===== src/rtl/efuse_op_sched.sv =====
// efuse_op_sched
// Schedules eFuse read/program operations toward an external pulse generator.
// Two request sources share the pulse generator:
//   - an autoload sequencer that reads addresses 0..al_last after al_start
//   - a software request/acknowledge port for single read or program ops
// Each operation runs SETUP -> REFRESH -> WAIT -> CAPTURE -> CLEAR -> GAP.
// The CLEAR refresh, issued with both operation selects low, wipes the pulse
// generator's address history so that a repeated address still pulses.
//
// Ports
//   clk, rst_n          clock (rising edge) and asynchronous active-low reset
//   al_start, al_last   autoload start pulse and last address (inclusive)
//   al_busy             autoload sequence in progress
//   al_dvld, al_daddr   one-cycle strobe and address of the autoload word on rd_data
//   sw_req/sw_wr/sw_addr software request (held until sw_ack), op type, address
//   sw_ack              one-cycle strobe, request accepted
//   sw_done, sw_err     one-cycle completion strobe, error (timeout) flag
//   rd_data             last captured read word (autoload or software)
//   efuse_dout          macro read data, valid when efuse_aen_done is high
//   efuse_pgmen/rden    operation select toward the pulse generator
//   efuse_addr          address toward the pulse generator
//   efuse_refresh       one-cycle refresh pulse toward the pulse generator
//   efuse_aen_done      sticky done flag from the pulse generator
module efuse_op_sched #(
  parameter int TMO_CYC = 4095,
  parameter int GAP_CYC = 2
) (
  input  logic       clk,
  input  logic       rst_n,
  input  logic       al_start,
  input  logic [7:0] al_last,
  output logic       al_busy,
  output logic       al_dvld,
  output logic [7:0] al_daddr,
  input  logic       sw_req,
  input  logic       sw_wr,
  input  logic [7:0] sw_addr,
  output logic       sw_ack,
  output logic       sw_done,
  output logic       sw_err,
  output logic [7:0] rd_data,
  input  logic [7:0] efuse_dout,
  output logic       efuse_pgmen,
  output logic       efuse_rden,
  output logic [7:0] efuse_addr,
  output logic       efuse_refresh,
  input  logic       efuse_aen_done
);

  typedef enum logic [2:0] {
    IDLE    = 3'd0,
    SETUP   = 3'd1,
    REFRESH = 3'd2,
    WAIT    = 3'd3,
    CAPTURE = 3'd4,
    CLEAR   = 3'd5,
    GAP     = 3'd6
  } state_t;

  localparam int               GAP_W     = (GAP_CYC > 1) ? $clog2(GAP_CYC) : 1;
  localparam logic [GAP_W-1:0] GAP_LAST  = GAP_W'((GAP_CYC > 0) ? GAP_CYC - 1 : 0);
  localparam logic [12:0]      TMO_LIM   = 13'(TMO_CYC);
  // The done flag is sticky and may still be high from the previous
  // operation right after REFRESH, so it is not trusted this early in WAIT.
  localparam logic [11:0]      GUARD_CYC = 12'd2;

  state_t           state;
  state_t           nxt;
  logic [11:0]      wait_cnt;
  logic [GAP_W-1:0] gap_cnt;
  logic [7:0]       op_addr;
  logic             op_wr;
  logic             op_err;
  logic [7:0]       al_last_q;
  logic             al_pend;

  logic             start_al;
  logic             accept_sw;
  logic             timeout;
  logic             finish;
  logic             past_guard;
  logic             tmo_hit;
  logic             op_active;

  assign past_guard = (wait_cnt >= GUARD_CYC);
  // wait_cnt counts WAIT cycles already spent, so +1 is the current cycle.
  assign tmo_hit    = (({1'b0, wait_cnt} + 13'd1) >= TMO_LIM);
  assign op_active  = (state == SETUP) || (state == REFRESH) ||
                      (state == WAIT)  || (state == CAPTURE);

  // Next-state logic. A pending autoload always beats a software request.
  // Completion of a word either chains straight into the next autoload
  // address or returns to IDLE.
  always_comb begin
    nxt       = state;
    start_al  = 1'b0;
    accept_sw = 1'b0;
    timeout   = 1'b0;
    finish    = 1'b0;
    case (state)
      IDLE: begin
        if (al_start || al_pend) begin
          start_al = 1'b1;
          nxt      = SETUP;
        end else if (sw_req && !al_busy) begin
          accept_sw = 1'b1;
          nxt       = SETUP;
        end
      end
      SETUP:   nxt = REFRESH;
      REFRESH: nxt = WAIT;
      WAIT: begin
        if (past_guard && efuse_aen_done) begin
          nxt = CAPTURE;
        end else if (tmo_hit) begin
          timeout = 1'b1;
          nxt     = CLEAR;
        end
      end
      CAPTURE: nxt = CLEAR;
      CLEAR: begin
        if (GAP_CYC == 0) begin
          finish = 1'b1;
        end else begin
          nxt = GAP;
        end
      end
      GAP: begin
        if (gap_cnt == GAP_LAST) begin
          finish = 1'b1;
        end
      end
      default: nxt = IDLE;
    endcase
    if (finish) begin
      if (al_busy && (op_addr != al_last_q)) begin
        nxt = SETUP;
      end else begin
        nxt = IDLE;
      end
    end
  end

  // Pulse generator drive is decoded from the state so that everything
  // drops to zero the moment reset forces the state back to IDLE.
  always_comb begin
    efuse_pgmen   = 1'b0;
    efuse_rden    = 1'b0;
    efuse_addr    = 8'h00;
    efuse_refresh = 1'b0;
    if (op_active) begin
      efuse_pgmen = op_wr;
      efuse_rden  = !op_wr;
      efuse_addr  = op_addr;
    end
    if ((state == REFRESH) || (state == CLEAR)) begin
      efuse_refresh = 1'b1;
    end
  end

  // State register and datapath. Strobes default low every cycle; the
  // completion strobes are raised on the edge that leaves the last GAP cycle.
  always_ff @(posedge clk or negedge rst_n) begin
    if (!rst_n) begin
      state     <= IDLE;
      wait_cnt  <= 12'd0;
      gap_cnt   <= '0;
      op_addr   <= 8'h00;
      op_wr     <= 1'b0;
      op_err    <= 1'b0;
      al_last_q <= 8'h00;
      al_pend   <= 1'b0;
      al_busy   <= 1'b0;
      al_dvld   <= 1'b0;
      al_daddr  <= 8'h00;
      sw_ack    <= 1'b0;
      sw_done   <= 1'b0;
      sw_err    <= 1'b0;
      rd_data   <= 8'h00;
    end else begin
      state   <= nxt;
      sw_ack  <= accept_sw;
      sw_done <= 1'b0;
      sw_err  <= 1'b0;
      al_dvld <= 1'b0;

      if (start_al) begin
        al_busy   <= 1'b1;
        al_pend   <= 1'b0;
        al_last_q <= al_last;
        op_addr   <= 8'h00;
        op_wr     <= 1'b0;
      end else if (al_start && !al_busy && (state != IDLE)) begin
        // Arrived while a software op owns the pulse generator; served next.
        al_pend <= 1'b1;
      end

      if (accept_sw) begin
        op_addr <= sw_addr;
        op_wr   <= sw_wr;
      end

      if (state == SETUP) begin
        op_err <= 1'b0;
      end

      if (state == REFRESH) begin
        wait_cnt <= 12'd0;
      end else if ((state == WAIT) && (wait_cnt != 12'hFFF)) begin
        wait_cnt <= wait_cnt + 12'd1;
      end

      if (timeout) begin
        op_err <= 1'b1;
      end

      if ((state == CAPTURE) && !op_wr) begin
        rd_data <= efuse_dout;
      end

      if (state == CLEAR) begin
        gap_cnt <= '0;
      end else if (state == GAP) begin
        gap_cnt <= gap_cnt + GAP_W'(1);
      end

      if (finish) begin
        if (al_busy) begin
          al_dvld  <= 1'b1;
          al_daddr <= op_addr;
          if (op_addr == al_last_q) begin
            al_busy <= 1'b0;
          end else begin
            op_addr <= op_addr + 8'd1;
          end
        end else begin
          sw_done <= 1'b1;
          sw_err  <= op_err;
        end
      end
    end
  end

endmodule


===== config.mk =====
export PLATFORM = sky130hd
export DESIGN_NAME = efuse_op_sched
export DESIGN_NICKNAME = d
export VERILOG_FILES = /design/src/rtl/efuse_op_sched.sv
export SDC_FILE = /design/constraint.sdc
export NUM_CORES = 1
export LEC_CHECK = 0
export ABC_AREA = 1
export CORE_UTILIZATION = 51
export CTS_CLUSTER_SIZE = 20
export DETAILED_ROUTE_END_ITERATION = 12
export GPL_ROUTABILITY_DRIVEN = 0
export PLACE_DENSITY = 0.8
export SKIP_LAST_GASP = 1
export SYNTH_ARGS = -nofsm -noshare
export SYNTH_HDL_FRONTEND = slang
export SYNTH_SLANG_ARGS = --single-unit

===== constraint.sdc =====
create_clock -name clk -period 1.85 [get_ports clk]
set_input_delay 0.2775 -clock clk [delete_from_list [all_inputs] [get_ports clk]]
set_output_delay 0.2775 -clock clk [all_outputs]
set_load 0.05 [all_outputs]

Word level (Yosys, flattened, before mapping). Index checks and enable logic that the tools add are counted. Widths: inputs -> output; s select.

Register bits: 56. Bits in latches: 0. Memory bits (writable): 0. Bits in read-only memories: 0. Input port bits: 30. Logic and storage cells: 102. Memories kept: 0.

Add/subtract/negate cells: 4. Multiply operators: 0. Divide/modulo/power cells: 0. $lt $le $gt $ge: 2. Equality and inequality tests: 12. Shift operators: 0. Mux-type cells: 46. Bitwise operators: 0. Reductions and logical operators: 23.

Operators by type and width (number): $mux 8 (6); $mux 1 (32); $mux 12 (2); $pmux 3 s7 (1); $mux 3 (5); $add 12x1->13 const B (1); $ge 13x12->1 const B (1); $add 12x1->12 const B (1); $ge 12x2->1 const B (1); $ne 12x12->1 const B (1); $reduce_bool 2->1 (5); $eq 3x3->1 const B (3); $add 8x1->8 const B (1); $eq 8x8->1 (1); $ne 4x4->1 const B (2); $ne 8x8->1 (1); $logic_and 1x1->1 (7); $eq 3x2->1 const B (2); $logic_or 1x1->1 (5); $eq 3x1->1 const B (1); $logic_not 3->1 (1); $reduce_and 3->1 (1); $reduce_bool 3->1 (1); $logic_not 1->1 (2); 3 further kinds (3).

Longest topological paths before layout. Gate-level depths: netlist (run 1).

Depth in word-level cells: 9. Depth in mapped cells: 14.

Worst setup path before layout (run 1). Ideal clock, no wire load.

Path type: flip-flop to output port. Start point: register state[1]. End point: output port efuse_addr[0]. Arrival time: 1523 ps. Data required time: 1572 ps. Path slack: 49 ps. Stages on the path, launching flop included: 5. Path buffers: 1. Cell sequence: dfrtp_1 > buf_4 > nor2_1 > xor2_1 > nor2_1.

Cells in the longest elaborated chain, start to end: 5.

RTL lines: start, declared (line 67) `state_t state;`; start signal, assigned (line 181) `state <= nxt;`; $eq 3x1->1 / $eq 3x2->1 (equally long branches) (line 88) `assign op_active = (state == SETUP) || (state == REFRESH) ||`; $logic_or 1x1->1 (2 in a row) (line 88); $logic_or 1x1->1 * (line 89) `(state == WAIT) || (state == CAPTURE);`; $mux 8 * (line 151) `if (op_active) begin`; end, declared (line 45) `output logic [7:0] efuse_addr,`.

Mark *: on every way between the ends. The rest lies on a longest branch, timed or not.

Worst setup path after layout (run 1).
Start point: register al_daddr[5]. End point: output port al_daddr[5].

RTL lines: start, declared (line 34) `output logic [7:0] al_daddr,`; start signal, assigned (line 230) `al_daddr <= op_addr;`.

No word-level cell between the ends.

==> impl_metrics.yaml, run 1 <==
outcome:
  status: "completed"
worst_setup_path:
  path_cells: "clkdlybuf4s50_1"
  crit_required_ns: 1.57
  path_buf_inv: 1
  startpoint_type: "flip-flop"
  worstSetupPathType: "flip-flop to output pin"
  worst-path-max-fanout: 2
  slowest_delay_ns: 0.81
  crit_arrival_ns: 1.50
  endpoint_kind: "output pin"
  cp_top_family: "buffers and inverters"
  crit_slowest_cell: "clkdlybuf4s50_1"
power_and_ir_drop:
  peakVddDrop_uv: 1210
  p_per_area_nw_per_um2: 1500
  p_total_mw: 5.82
  p_leak_nw: 1.80
timing:
  rsz0062_at_grt: "yes"
  fin_ws_ns: 0.0702
  timing.final.crit_share_pct: 96.2
  skew_ns: 0.00591
  whs_ns: 0.460
  final_hold_viol_count: 0
  tns_ns: 0
  setup_viol: 0
  fmax_ghz: 0.562
  worstMarginPinSlew_ns: 0.525
  relSlewSlack_pct: 65.0
  fin_crit_ns: 1.78
  slew_violations: 0
clock_network:
  clk_pin_slew_worst_paths_ns: 0.10
  cts_sinks: 56
  worstSkewPairLatency_ns: 0.31
  clockBufferDepth: 2
  htreeDepth: 2
  root_buffer: "clkbuf_8"
  cts_made_buffers: 5
  cts_tree: "done"
place:
  numPortBuffers: 61
  place_hpwl_um: 5040
  place_area_um2: 3710
  dp_slack_ns: -0.00151
  dp.cells: 496
route:
  ant_nets: 0
  via_per_inst: 5.20
  routedWlPerCell_um: 13.2
  drtIter0Drc: 273
  wl_um: 6720
  dr_total_vias: 2642
  drc: 0
  firstDrtPassIters: 6
logic_synthesis:
  synth.distinct_cells: 33
  postSynthAreaPerCell_um2: 8.34
  synth.area.top_cells: "dfrtp_1 (47%), nand2_1 (11%), mux2_2 (6.0%), inv_1 (5.5%), nor2_1 (4.9%)"
  yosysTopAreaCellShare_pct: 46.9
  yosys.cell_count.top_type: "nand2_1"
  synthFlopType: "dfrtp_1"
  netlist_area_um2: 2990
  synth_seq_cells: 56
  yosysTopAreaCell: "dfrtp_1"
  synth_edf_count: 0
  synth.net_count: 391
  synth_common_cells: "nand2_1 (86), dfrtp_1 (56), inv_1 (44)"
  ys_seq_area_share_pct: 46.9
  ys_async_sr_fraction_pct: 100
  yosysWarnings: 0
  syn_inst: 358
finish:
  fillCellCount: 449
  regArea_um2: 1400
  antenna_cells: 0
  final_layout_size_suffix_gt1_share_pct: 19.3
  multi_input_area_um2: 1400
  fin_util_pct: 69.7
  fin_nets: 469
  syn_to_final_growth_pct: 30.1
  final_cell_area_um2: 3880
  final_cells: 508
floorplanning:
  start_util_pct: 53.6
  rows: 27
  fp.dieH_um: 78.5
  die_w_um: 78.5
  core_um2: 5570
  io_pins: 62
  die-area_um2: 6170
worst_hold_path:
  hp-class: "input port to async pin"
global_routing:
  grt_start_max_net_pins: 28
  grt_pass1_wl_um: 11400
  antenna_found_initial: 0
  grt_usage_pct: 23.7
  first_global_vias: 2508
  overflow: 0
run:
  cap_violations: 0
## flip-flops by register name, indices dropped and copies added, names as in the netlist
signal and flops:
al_busy 1, al_daddr 8, al_dvld 1, al_last_q 8, al_pend 1, gap_cnt 1
op_addr 8, op_err 1, op_wr 1, rd_data 8, state 3, sw_ack 1
sw_done 1, sw_err 1, wait_cnt 12
## worst paths after layout
path                             startpoint  slack [ns]          end  depth (start not counted)
worst max register to register   op_addr[5]        0.14   op_addr[1]                          9
min in group clk                al_daddr[7]        0.50  al_daddr[7]                          2
worst min register to register  al_daddr[7]        0.50  al_daddr[7]                          2
worst min-delay path                  rst_n        0.46  wait_cnt[6]                          2
worst max-delay path            al_daddr[5]        0.07  al_daddr[5]                          1
max in group asynchronous             rst_n        0.84   op_addr[4]                          3
## logic make-up after synthesis
| group | share of synthesized area, % |
|---|---|
| multiplexers | 6.03 |
| adder cells (fa/ha/maj) | 1.26 |
| buffers and inverters | 7.42 |
| XOR/XNOR | 3.23 |
| flip-flops | 46.9 |
| AO/OA/AOI/OAI | 9.93 |
| AND/OR/NAND/NOR | 25.2 |
## cell type report
| type | instances | area share [%] |
|---|---|---|
| flip-flops and latches | 56 | 36.1 |
| multi-input cells | 250 | 35.9 |
| repair buffers | 76 | 18.8 |
| inverters | 47 | 4.61 |
| well taps | 72 | 2.32 |
| clock buffers | 5 | 1.77 |
| clock inverters | 2 | 0.419 |
## power by group
group | leakage, nW | switching [mW] | internal (mW)
combinational | 1.04 | 2.00 | 1.23
sequential | 0.720 | 0.311 | 1.61
clock | 0.0406 | 0.408 | 0.265
## metal layers
| layer | global-route usage, % | part of all wire [%] | vias up | wire (um) |
|---|---|---|---|---|
| met5 | 0 | 0 | - | 0 |
| met4 | 8.15 | 1.1 | 0 | 77 |
| met3 | 3.95 | 6.4 | 8 | 431 |
| met2 | 37.7 | 49 | 88 | 3260 |
| met1 | 32.5 | 44 | 1241 | 2950 |
| li1 | - | - | 1305 | - |
## layout by cell type, fill, tap and decap left out, types with 2 or more instances in the layout
master and n:
a21oi_1 6, buf_12 2, buf_4 20, buf_6 4
clkbuf_8 5, clkdlybuf4s50_1 48, dfrtp_1 54, dfrtp_2 2
ha_1 2, inv_1 43, inv_2 3, mux2_2 16
nand2_1 86, nand2_2 3, nand3_1 19, nand3_2 2
nand4_1 6, nor2_1 36, nor2_2 4, nor2_4 4
nor3_1 3, o21ai_0 29, o21ai_2 7, o22ai_1 3
or2_2 3, xnor2_1 4, xor2_1 6
## repair_timing
action,in CTS,in global routing
gates cloned,0,0
setup buffers,1,3
setup endpoints to repair,8,30
hold buffers,1,0
gates resized for setup,2,14
pin swaps,0,5
endpoints found under the hold margin,19,0
Power figures use the tool's default switching activity.
==> run 2, diff against run 1 <==
- CORE_MARGIN: default -> 2
==> impl_metrics.yaml, run 2 (same netlist as run 1, synthesis figures left out) <==
outcome:
  status: "completed"
timing:
  tns_ns: 0
  worstMarginPinSlew_ns: 0.535
  final_hold_viol_count: 0
  slew_violations: 0
  setup_viol: 0
  rsz0062_at_grt: "yes"
  fin_crit_ns: 1.81
  skew_ns: 0.00940
  fmax_ghz: 0.552
  timing.final.crit_share_pct: 97.9
  relSlewSlack_pct: 64.3
worst_setup_path:
  worstSetupPathType: "flip-flop to output pin"
  rr_startpoint: "op_addr[0]"
  crit_required_ns: 1.57
  ff2ff_path_depth: 7
  crit_arrival_ns: 1.53
  startpoint_type: "flip-flop"
  endpoint_kind: "output pin"
  r2r_end: "op_addr[7]"
  worst-path-max-fanout: 8
  r2r_setup_slack_ns: 0.10
finish:
  largest_reg_flops: 12
  antenna_cells: 0
  fillCellCount: 446
  top_register: "wait_cnt"
  syn_to_final_growth_pct: 32.2
  final_cell_mix: "nand2_1 (85), dfrtp_1 (54), clkdlybuf4s50_1 (48)"
  fin_nets: 474
  final_cell_area_um2: 3950
  final_common_cell: "nand2_1"
  final_layout_size_suffix_gt1_share_pct: 20.2
route:
  wl_um: 7190
  drtIter0Drc: 184
  routedWlPerCell_um: 14.0
  firstDrtPassIters: 4
  via_per_inst: 5.27
  drc: 0
  ant_nets: 0
  dr_total_vias: 2704
power_and_ir_drop:
  p_per_area_nw_per_um2: 1560
  p_leak_nw: 1.84
  p_total_mw: 6.16
  peakVddDrop_uv: 1010
run:
  cap_violations: 0
floorplanning:
  fp.dieH_um: 80.5
  rows: 27
  core_um2: 5570
  die-area_um2: 6480
  io_pins: 62
  start_util_pct: 53.6
  die_w_um: 80.5
global_routing:
  use_met3_pct: 4.04
  grt_start_max_net_pins: 24
  overflow: 0
  antenna_found_initial: 0
  met2_usage_pct: 40.4
  grt_usage_pct: 23.9
  grt.met1_usage_pct: 32.3
  gr-max-usage-layer: "met2"
  first_global_vias: 2606
  grt_pass1_wl_um: 12000
clock_network:
  htreeDepth: 2
  root_buffer: "clkbuf_8"
  clockBufferDepth: 2
  clk_pin_slew_worst_paths_ns: 0.10
  cts_sinks: 56
  cts_tree: "done"
  cts_made_buffers: 5
  worstSkewPairLatency_ns: 0.32
worst_hold_path:
  hp-class: "input port to async pin"
place:
  numPortBuffers: 61
  place_area_um2: 3720
  place_hpwl_um: 5430
run 2: cell types whose count changed in the layout (fill, tap and decap cells not counted), sizes merged:
cell	previous run	this run
bufinv	0	2
buf	27	32
clkinvlp	1	0
inv	48	47
run 2: worst max path at each step:
stage / startpoint / to / slack, ns / depth (start not counted)
after floorplan: state[1] / efuse_addr[0] / 0.05 / 4
after global placement: al_start / op_addr[5] / 0.03 / 8
after detailed placement: al_start / op_addr[5] / -0.007 / 8
after CTS: state[0] / efuse_addr[4] / 0.005 / 5
after global routing: state[0] / efuse_addr[3] / -0.03 / 5
final: state[2] / efuse_addr[4] / 0.04 / 4
run 2: worst max-delay path: stages (launching register included):
cell and delay, ns:
dfrtp_1 0.48, xor2_2 0.22, buf_4 0.18, nor2_1 0.13
buf_4 0.22
run 2: cell type report:
class,instances,area (um^2),share of cell area (%)
flip-flops and latches,56,1400,35.6
multi-input cells,250,1400,35.6
repair buffers,81,744,18.9
inverters,47,176,4.47
well taps,72,90.1,2.28
clock buffers,5,68.8,1.74
clock inverters,2,60.1,1.52
run 2: where the power goes:
group	leakage [nW]	switching (mW)	total (mW)	internal (mW)
combinational	1.06	2.03	3.30	1.27
sequential	0.720	0.311	1.92	1.61
clock	0.0642	0.410	0.943	0.533
total	1.84	2.75	6.16	3.41
run 2: repair_timing:
| action | 4_1_cts | 5_1_grt |
|---|---|---|
| resized for setup | 2 | 11 |
| pin swaps | 0 | 2 |
| hold endpoints to repair | 21 | 0 |
| hold buffers | 1 | 0 |
| endpoints found under the setup margin | 8 | 28 |
| buffers inserted | 2 | 3 |
run 2: layer usage:
layer / wire length (um) / up-vias
li1: - / 1309
met1: 3180 / 1301
met2: 3560 / 85
met3: 380 / 9
met4: 68 / 0
met5: 0 / -
run 2: per-stage QoR:
step	utilization (%)	hold slack, ns	std cells	worst slack [ns]
global route	70.8	0.525	513	-0.0322
global placement	66.8	0.276	500	0.0307
floorplan	-	-0.0181	358	0.0493
detailed placement	66.8	0.282	500	-0.00714
finish	70.8	0.471	513	0.0391
CTS	69.7	0.501	510	0.00513
